## src/rtl/add_seq_ctrl.sv

```systemverilog
// Sequential WIDTH-bit adder: one SLICE-bit ripple slice per clock, LSB slice first,
// with valid/ready handshakes on both sides. Optional macro ADD_SEQ_OVF_EN adds the ovf port.
module add_seq_ctrl #(
    parameter int WIDTH = 32,
    parameter int SLICE = 8
) (
    input  logic             clk,
    input  logic             rst_n,
    input  logic             in_valid,
    output logic             in_ready,
    input  logic [WIDTH-1:0] a,
    input  logic [WIDTH-1:0] b,
    input  logic             cin,
    output logic             out_valid,
    input  logic             out_ready,
    output logic [WIDTH-1:0] s,
    output logic             cout
`ifdef ADD_SEQ_OVF_EN
    ,
    output logic             ovf
`endif
);

    localparam int N     = WIDTH / SLICE;
    localparam int IDX_W = $clog2(N);
    localparam logic [IDX_W-1:0] LAST_IDX = IDX_W'(N - 1);

    typedef enum logic [1:0] {
        ST_IDLE = 2'd0,
        ST_RUN  = 2'd1,
        ST_DONE = 2'd2
    } state_t;

    state_t             state_r;
    state_t             state_nxt_s;
    logic [IDX_W-1:0]   idx_r;
    logic               carry_r;
    logic [WIDTH-1:0]   a_r;
    logic [WIDTH-1:0]   b_r;
    logic [WIDTH-1:0]   s_r;
    logic               cout_r;
    logic               out_valid_r;
    logic [SLICE:0]     slice_sum_s;
    logic               last_slice_s;
`ifdef ADD_SEQ_OVF_EN
    logic               ovf_r;
`endif

    // The single shared slice adder; bit SLICE is the slice carry out.
    always_comb begin
        slice_sum_s  = {1'b0, a_r[idx_r*SLICE +: SLICE]}
                     + {1'b0, b_r[idx_r*SLICE +: SLICE]}
                     + {{SLICE{1'b0}}, carry_r};
        last_slice_s = (idx_r == LAST_IDX);
    end

    // State register.
    always_ff @(posedge clk or negedge rst_n) begin
        if (!rst_n) begin
            state_r <= ST_IDLE;
        end else begin
            state_r <= state_nxt_s;
        end
    end

    // Next-state decode.
    always_comb begin
        state_nxt_s = state_r;
        case (state_r)
            ST_IDLE: begin
                if (in_valid) begin
                    state_nxt_s = ST_RUN;
                end else begin
                    state_nxt_s = ST_IDLE;
                end
            end
            ST_RUN: begin
                if (last_slice_s) begin
                    state_nxt_s = ST_DONE;
                end else begin
                    state_nxt_s = ST_RUN;
                end
            end
            ST_DONE: begin
                if (out_ready) begin
                    state_nxt_s = ST_IDLE;
                end else begin
                    state_nxt_s = ST_DONE;
                end
            end
            default: begin
                state_nxt_s = ST_IDLE;
            end
        endcase
    end

    // Operand capture, slice write-back and result registers.
    always_ff @(posedge clk or negedge rst_n) begin
        if (!rst_n) begin
            idx_r       <= '0;
            carry_r     <= 1'b0;
            a_r         <= '0;
            b_r         <= '0;
            s_r         <= '0;
            cout_r      <= 1'b0;
            out_valid_r <= 1'b0;
`ifdef ADD_SEQ_OVF_EN
            ovf_r       <= 1'b0;
`endif
        end else begin
            case (state_r)
                ST_IDLE: begin
                    if (in_valid) begin
                        a_r     <= a;
                        b_r     <= b;
                        carry_r <= cin;
                        idx_r   <= '0;
                    end
                end
                ST_RUN: begin
                    s_r[idx_r*SLICE +: SLICE] <= slice_sum_s[SLICE-1:0];
                    carry_r                   <= slice_sum_s[SLICE];
                    if (last_slice_s) begin
                        cout_r <= slice_sum_s[SLICE];
`ifdef ADD_SEQ_OVF_EN
                        // Carry into the sign bit recovered from the sign-bit sum.
                        ovf_r  <= (a_r[WIDTH-1] ^ b_r[WIDTH-1] ^ slice_sum_s[SLICE-1])
                                  ^ slice_sum_s[SLICE];
`endif
                    end else begin
                        idx_r <= idx_r + IDX_W'(1);
                    end
                end
                default: begin
                end
            endcase
            out_valid_r <= (state_nxt_s == ST_DONE);
        end
    end

    // in_ready is a pure state decode, held low while reset is asserted.
    assign in_ready  = rst_n & (state_r == ST_IDLE);
    assign out_valid = out_valid_r;
    assign s         = s_r;
    assign cout      = cout_r;
`ifdef ADD_SEQ_OVF_EN
    assign ovf       = ovf_r;
`endif

endmodule

```

## config.mk

```make
export PLATFORM = sky130hd
export DESIGN_NAME = add_seq_ctrl
export DESIGN_NICKNAME = d
export VERILOG_FILES = /design/src/rtl/add_seq_ctrl.sv
export SDC_FILE = /design/constraint.sdc
export NUM_CORES = 1
export LEC_CHECK = 0
export ABC_AREA = 1
export CAP_MARGIN = 20
export CORE_MARGIN = 4
export CORE_UTILIZATION = 35
export CTS_CLUSTER_SIZE = 10
export DETAILED_ROUTE_END_ITERATION = 6
export DONT_BUFFER_PORTS = 1
export GPL_TIMING_DRIVEN = 0
export PLACE_DENSITY = 0.5
export SYNTH_ARGS = -nofsm -noshare
export SYNTH_HDL_FRONTEND = slang
export SYNTH_SLANG_ARGS = --single-unit
```

## constraint.sdc

```tcl
create_clock -name clk -period 3.2 [get_ports clk]
set_input_delay 0 -clock clk [delete_from_list [all_inputs] [get_ports clk]]
set_output_delay 0 -clock clk [all_outputs]
set_load 0.05 [all_outputs]
```

# Word level (Yosys, flattened, before mapping)
# Index checks and enable logic that the tools add are counted.
# W data, S select, Z words.
[totals]
reg_bits = 103
latchBits = 0
ramBits = 0
rom_bits = 0
inputBits = 69
output_inout_bits = 35
wordCells = 39
mem_count = 0
[classes]
addsub = 4
multipliers = 0
div_mod_pow = 0
magnitude_cmp = 0
eq_ne = 6
shifts = 4
n_mux = 10
bitwise_logic = 1
n_reduce_logical = 6
[ops]
columns = ["op", "count"]
rows = [
  ["$shiftx A32 B6 Y8", 2],
  ["$neg A5 Y34", 1],
  ["$shift A8 B34 Y32 const A", 1],
  ["$shiftx A8 B34 Y32", 1],
  ["$bwmux W32", 1],
  ["$add A8 B8 Y9", 1],
  ["$add A9 B1 Y9", 1],
  ["$mux W2", 4],
  ["$eq A2 B2 Y1 const B", 3],
  ["$pmux W2 S3", 1],
  ["$reduce_and A2 Y1", 3],
  ["$ne A2 B2 Y1 const B", 2],
  ["$pmux W2 S2", 1],
  ["$reduce_and A3 Y1", 1],
  ["$add A2 B1 Y2 const B", 1],
  ["$eq A2 B1 Y1 const B", 1],
  ["$logic_not A2 Y1", 1],
  ["$mux W1", 2],
  ["$pmux W1 S2", 1],
  ["$reduce_bool A2 Y1", 1],
  ["$and A1 B1 Y1", 1],
]

# Depth between registers and ports, before layout
# Gate-level depths: netlist of the first run.
[logic_depth]
word_depth = 5
ltp_mapped = 16
mapped_depth_nobuf = 14

# Worst setup path after synthesis of the first run
# Ideal clock, no wire load.
[synth_timing]
kind = "reg2reg"
startpoint = "register idx_r[0]"
endpoint = "register s_r[14], in the netlist s[14]"
setup_ns = 0.066
arrival_ns = 2.524
required_time_ns = 3.134
path_slack_ns = 0.610
path_stages_with_launch = 17
path_buffers = 2
synth_period_minus_slack_ns = 2.590
path_cell_list = "dfrtp_1 -> buf_2 -> inv_1 -> clkbuf_1 -> o21ai_0 -> o22ai_1 -> fa_1 -> fa_1 -> nand2_1 -> nand2_1 -> nand3_1 -> nand2_1 -> nand2_1 -> nand3_1 -> nor2_1 -> nand2_1 -> nand2_1"
[synth_between]
elab_chain_cells = 5
word_cells_on_any_way = 8
classes_between = "add/sub: 3; shift: 4; mux: 1"
[synth_lines]
columns = ["element", "line_no", "text"]
rows = [
  ["start, declared", "36", "logic [IDX_W-1:0] idx_r;"],
  ["start signal, assigned", "131", "idx_r <= idx_r + IDX_W'(1);"],
  ["$shiftx A32 B6 Y8 (on tied branches)", "51, 52", ""],
  ["$add A8 B8 Y9", "52", "+ {1'b0, b_r[idx_r*SLICE +: SLICE]}"],
  ["$add A9 B1 Y9", "53", "+ {{SLICE{1'b0}}, carry_r};"],
  ["$shiftx A8 B34 Y32", "121", "s_r[idx_r*SLICE +: SLICE] <= slice_sum_s[SLICE-1:0];"],
  ["$bwmux W32 (*)", "121", ""],
  ["end signal, assigned by index", "121", ""],
  ["end, declared", "40", "logic [WIDTH-1:0] s_r;"],
]
# Mark *: on every way between the ends. The rest lies on a longest branch, timed or not.
# A chain may end at the register's enable or synchronous reset.

# Final worst setup path of the first run
[layout_timing]
startpoint = "register idx_r[0]"
endpoint = "register s_r[12], in the netlist s[12]"
# Same word-level chain as after synthesis.

==> impl_metrics.yaml, run 1 <==
job:
  drv_cap: 0
synthesis:
  synth.distinct_cells: 29
  yosysSeqAreaShare_pct: 53.01
  synth-seq-cells: 103
  ys_warn_count: 0
  syn-num-nets: 682
  syn_area_sq_um: 4862
  synthCells: 598
  synth.avg_cell_area_sq_um: 8.131
drt:
  viasPerCell: 4.756
  drt_iter0_markers: 216
  wirelength_um: 13760
  dr_total_vias: 4100
  remaining_drc_errors: 0
  first_pass_iters: 4
  ant_nets: 0
  wire_per_inst_um: 15.97
timing:
  finalCriticalPeriod_ns: 2.957
  finalClockSkew_ns: 0.008983
  holdWs_ns: 0.09588
  drv_slew: 0
  tightest_slew_ns: 0.8816
  final-hold-violation-count: 0
  setup_viol: 0
  period_share_pct: 92.41
  maxSlewHeadroom_pct: 41.01
  finalWorstSetupSlack_ns: 0.2428
  timing.fmax_mhz: 338.2
die:
  ios: 104
  die-height_um: 125.9
  coreArea_sq_um: 13400
  start_util_pct: 36.28
  num_rows: 42
  die_w_um: 125.9
  die_area_sq_um: 15840
placed_design:
  hpwlAfterDp_um: 10160
  dp_cells: 774
  routabilityCongestion: 0.8620
  pre_cts_slack_ns: 0.01602
  io_buffers: 0
pwr:
  pwr-share-comb_pct: 48.1
  pwr-share-clk_pct: 15.9
  p_leak_nw: 3.113
  power_switching_mw: 3.557
  intPower_mw: 3.656
  powerDensity_nw_per_um2: 1176
  swShare_pct: 49.31
  pwr-share-seq_pct: 36.0
  ir_drop_uv: 618.4
global_routing:
  grt_max_degree: 104
  grt_pass1_vias: 4327
  grt_overflow_total: 0
  grt_usage_pct: 17.69
  grt_pass1_wl_um: 22060
  antenna_found_initial: 0
clocking:
  cts_max_level: 3
  clk_pin_slew_ns: 0.07
  cts-root-buf: "clkbuf_16"
  cts_buffer_depth: 2
  clk_latency_ns: 0.35
  cts_sinks: 103
  tritoncts: "yes"
  cts_buffers: 9
layout:
  drive_gt1_share_pct: 7.872
  finalNetCount: 765
  fin_cells: 862
  synthToLayoutAreaGrowth_pct: 26.15
  layout_common_cells: "nand2_1, dfrtp_1, dlygate4sd3_1, o21ai_0, nor2_1"
  final_common_cell: "nand2_1"
  diodes: 0
setup_path:
  end_kind: "flip-flop"
  reg2regPathDepth: 13
  worstPathRequired_ns: 3.47
  crit_start: "idx_r[0]"
  r2r_slack_ns: 0.24
  r2r-start: "idx_r[0]"
  arrival_ns: 3.23
  critPathKind: "reg2reg"
  crit_path_start_kind: "flip-flop"
  crit_fanout: 12
min_path:
  whs_path_depth: 5
  min_path_type: "in2reg"
  min_from: "in_valid"
status:
  status: "complete, no violations"
per-layer routing:
layer | track usage [%] | wire (um) | share of wire, % | up-vias
li1 | - | - | - | 2060
met1 | 20.81 | 5716 | 42 | 1918
met2 | 31.43 | 7010 | 51 | 106
met3 | 5.165 | 796 | 5.8 | 16
met4 | 5.110 | 239 | 1.7 | 0
met5 | 0 | 0 | 0 | -
state kept, by name, indices dropped and copies added, names as in the netlist:
name,cells
carry_r,1
b_r,32
out_valid,1
state_r,2
s,32
a_r,32
idx_r,2
cout,1
power by group through the flow:
| stage | Clock (mW) | Sequential (mW) | Combinational (mW) |
|---|---|---|---|
| 2_1_floorplan | 0 | 2.47 | 2.49 |
| 3_3_place_gp | 0 | 2.62 | 3.32 |
| 3_5_place_dp | 0 | 2.64 | 3.34 |
| 4_1_cts | 1.17 | 2.62 | 3.46 |
| 5_1_grt | 1.22 | 2.67 | 3.98 |
| 6_report | 1.15 | 2.60 | 3.47 |
Yosys cell counts:
cell	instances	area, sq um
buf_2	9	45.04
nand4_1	4	25.02
nand2_1	267	1002
clkbuf_1	9	33.78
o21ai_1	6	30.03
ha_1	13	162.7
o31ai_1	4	30.03
nor2_8	1	20.02
nand3b_1	1	7.510
a22o_1	1	8.760
o22ai_1	17	106.4
a22oi_1	1	7.510
o21ai_0	49	245.2
nand2_4	1	11.26
nand2_2	2	12.51
nor2_2	4	25.02
nand3_1	16	80.08
xor2_1	2	17.52
fa_1	2	40.04
nor2_1	42	157.7
inv_1	24	90.09
or2_1	1	6.260
inv_2	7	26.28
buf_4	4	30.03
nor3_4	2	32.53
dfrtp_1	103	2577
xnor2_1	1	8.760
buf_1	2	7.510
a21oi_1	3	15.01
metrics by stage:
step	area, sq um	utilization (%)	setup TNS, ns	power, mW
after detailed placement	5082	37.93	0	5.978
after floorplan	4862	-	0	4.959
final	6133	45.77	0	7.213
after global placement	5082	37.93	0	5.944
after CTS	6092	45.46	0	7.242
after global routing	6133	45.77	-0.01605	7.864
logic make-up after synthesis:
kind of cell	after synthesis	share of synthesized area, %
buffers and inverters	55	4.787
adders and majority gates	15	4.169
and+or+nand+nor	341	28.38
xor gates and xnor gates	3	0.5405
DFF	103	53.01
AOI/OAI and AO/OA	81	9.110
timing repair:
action	CTS	global route
gates resized for setup	1	11
setup buffers	0	4
endpoints found under the hold margin	170	0
endpoints found under the setup margin	1	16
hold buffers	68	0
worst max-delay path: stages, from the launching register on:
cell and delay [ns]:
dfrtp_1 0.41, buf_6 0.17, inv_1 0.14, buf_2 0.25, nor2_1 0.12, o22ai_1 0.14, fa_1 0.45, fa_1 0.41
nand2_1 0.08, nand2_1 0.06, nand2_1 0.07, xnor2_1 0.20, nand3_1 0.18, o21ai_0 0.18
path summary, 6_finish.rpt:
| check | endpoint |
|---|---|
| max | s[12] |
| min | b_r[18] |
| max reg2reg | s[12] |
| min reg2reg | a_r[23] |
| max in group asynchronous | idx_r[1] |
| min in group asynchronous | state_r[1] |
layout make-up:
cell class              instances  area, sq um
fillers                      1338         7267
inverters                      31        116.4
clock buffers                  12        256.5
repair buffers                 72        728.2
multi-input cells             440         2054
well taps                     176        220.2
plain buffers                  24        125.1
flip-flops and latches        103         2579
clock inverters                 4        53.80
Power figures use the tool's default switching activity.
==> run 2, diff against run 1 <==
--- a/config.mk
+++ b/config.mk
@@ -7,6 +7,7 @@
 export LEC_CHECK = 0
 export ABC_AREA = 1
 export CAP_MARGIN = 20
+export CORE_ASPECT_RATIO = 1.75
 export CORE_MARGIN = 4
 export CORE_UTILIZATION = 35
 export CTS_CLUSTER_SIZE = 10
==> impl_metrics.yaml, run 2 (synthesis gave the netlist of run 1 again) <==
die:
  ios: 104
  die_area_sq_um: 15920
  coreArea_sq_um: 13520
  die_w_um: 97.10
  start_util_pct: 35.95
  die-height_um: 163.9
  num_rows: 56
job:
  drv_cap: 0
drt:
  viasPerCell: 4.858
  ant_nets: 0
  dr_total_vias: 4163
  drt_iter0_markers: 203
  wirelength_um: 14040
  first_pass_iters: 4
  remaining_drc_errors: 0
  wire_per_inst_um: 16.39
layout:
  drive_gt1_share_pct: 7.613
  fill_cells: 1392
  post-route-cell-area_sq_um: 6111
  layout_common_cells: "nand2_1, dfrtp_1, dlygate4sd3_1, o21ai_0, nor2_1"
  synthToLayoutAreaGrowth_pct: 25.68
  fin_cells: 857
  diodes: 0
  finalNetCount: 762
  final_common_cell: "nand2_1"
global_routing:
  antenna_found_initial: 0
  grt_pass1_wl_um: 22450
  grt_pass1_vias: 4400
  grt_overflow_total: 0
  grt_max_degree: 104
  grt_usage_pct: 17.95
clocking:
  tritoncts: "yes"
  cts_buffers: 9
  cts-root-buf: "clkbuf_16"
  cts_sinks: 103
  clk_pin_slew_ns: 0.07
  cts_buffer_depth: 2
  clk_latency_ns: 0.35
  cts_max_level: 3
timing:
  finalCriticalPeriod_ns: 3.020
  rsz0062_at_grt: "no"
  final-hold-violation-count: 0
  tightest_slew_ns: 0.8826
  period_share_pct: 94.36
  finalClockSkew_ns: 0.009489
  holdWs_ns: 0.1264
  setup_viol: 0
  timing.fmax_mhz: 331.2
  drv_slew: 0
  maxSlewHeadroom_pct: 40.94
pwr:
  p_leak_nw: 3.099
  ir_drop_uv: 418.1
  powerDensity_nw_per_um2: 1188
setup_path:
  crit_path_start_kind: "flip-flop"
  arrival_ns: 3.28
  end_kind: "flip-flop"
  crit_fanout: 12
  r2r-start: "idx_r[1]"
  critPathKind: "reg2reg"
  worstPathRequired_ns: 3.46
  reg2regPathDepth: 11
  r2r_end: "s[28]"
  r2r_slack_ns: 0.18
placed_design:
  io_buffers: 0
  routabilityCongestion: 0.8309
  dp_cells: 772
  hpwlAfterDp_um: 10750
  place_area_sq_um: 5080
min_path:
  whs_path_depth: 5
  min_path_type: "in2reg"
  min_to: "b_r[18]"
  min_from: "in_valid"
status:
  status: "complete, no violations"
-- run 2: report_power, final --
part	internal, mW	leakage (nW)	switching [mW]
registers	1.83	1.32	0.806
logic	1.15	1.63	2.33
clock network	0.641	0.152	0.505
total	3.62	3.10	3.64
-- run 2: how the worst max path moves through the flow --
stage	cells past startpoint	startpoint	end	slack (ns)
2_1_floorplan	16	idx_r[0]	s[14]	0.61
4_1_cts	13	idx_r[0]	s[28]	0.004
6_report	11	idx_r[1]	s[28]	0.18
5_1_grt	16	idx_r[0]	s[30]	0.002
3_3_place_gp	12	idx_r[1]	s[12]	-0.04
3_5_place_dp	12	idx_r[1]	s[12]	-0.08
-- run 2: layout make-up --
class,count,area (sq um),share of cell area [%]
inverters,31,120.1,1.966
flip-flops and latches,103,2577,42.18
plain buffers,23,116.4,1.904
well taps,174,217.7,3.563
clock buffers,10,239.0,3.911
repair inverters,1,5.005,0.08190
clock inverters,6,75.07,1.229
repair buffers,69,705.7,11.55
multi-input cells,440,2054,33.62
-- run 2: repair_timing --
action / 4_1_cts / 5_1_grt
setup endpoints to repair: 6 / 10
cloned: 0 / 1
hold buffers: 68 / 0
hold endpoints to repair: 170 / 0
setup buffers: 0 / 1
resized for setup: 0 / 8
-- run 2: stage by stage --
step | power (mW) | util (%) | setup WS, ns | setup TNS (ns)
floorplan | 4.959 | - | 0.6101 | 0
global placement | 5.983 | 37.56 | -0.03549 | -0.07001
detailed placement | 6.043 | 37.56 | -0.07637 | -0.2181
CTS | 7.303 | 45.02 | 0.004319 | 0
global route | 7.881 | 45.19 | 0.002023 | 0
finish | 7.260 | 45.19 | 0.1804 | 0
-- run 2: routing by layer --
metal	vias to the layer above	global-route usage [%]	wire (um)
met1	1977	18.93	5165
met3	19	3.102	636
li1	2063	-	-
met4	0	6.454	327
met2	104	35.22	7914
met5	-	0	0
-- run 2: worst max-delay path: stages, from the launching register on --
cell and delay [ns]:
dfrtp_1 0.64, clkinvlp_4 0.33, o21ai_0 0.14, o22ai_1 0.15, fa_1 0.44, fa_1 0.42, nand2_1 0.07, nand2_1 0.07
nand2_1 0.08, xnor2_1 0.18, nand3_1 0.20, o21ai_0 0.20
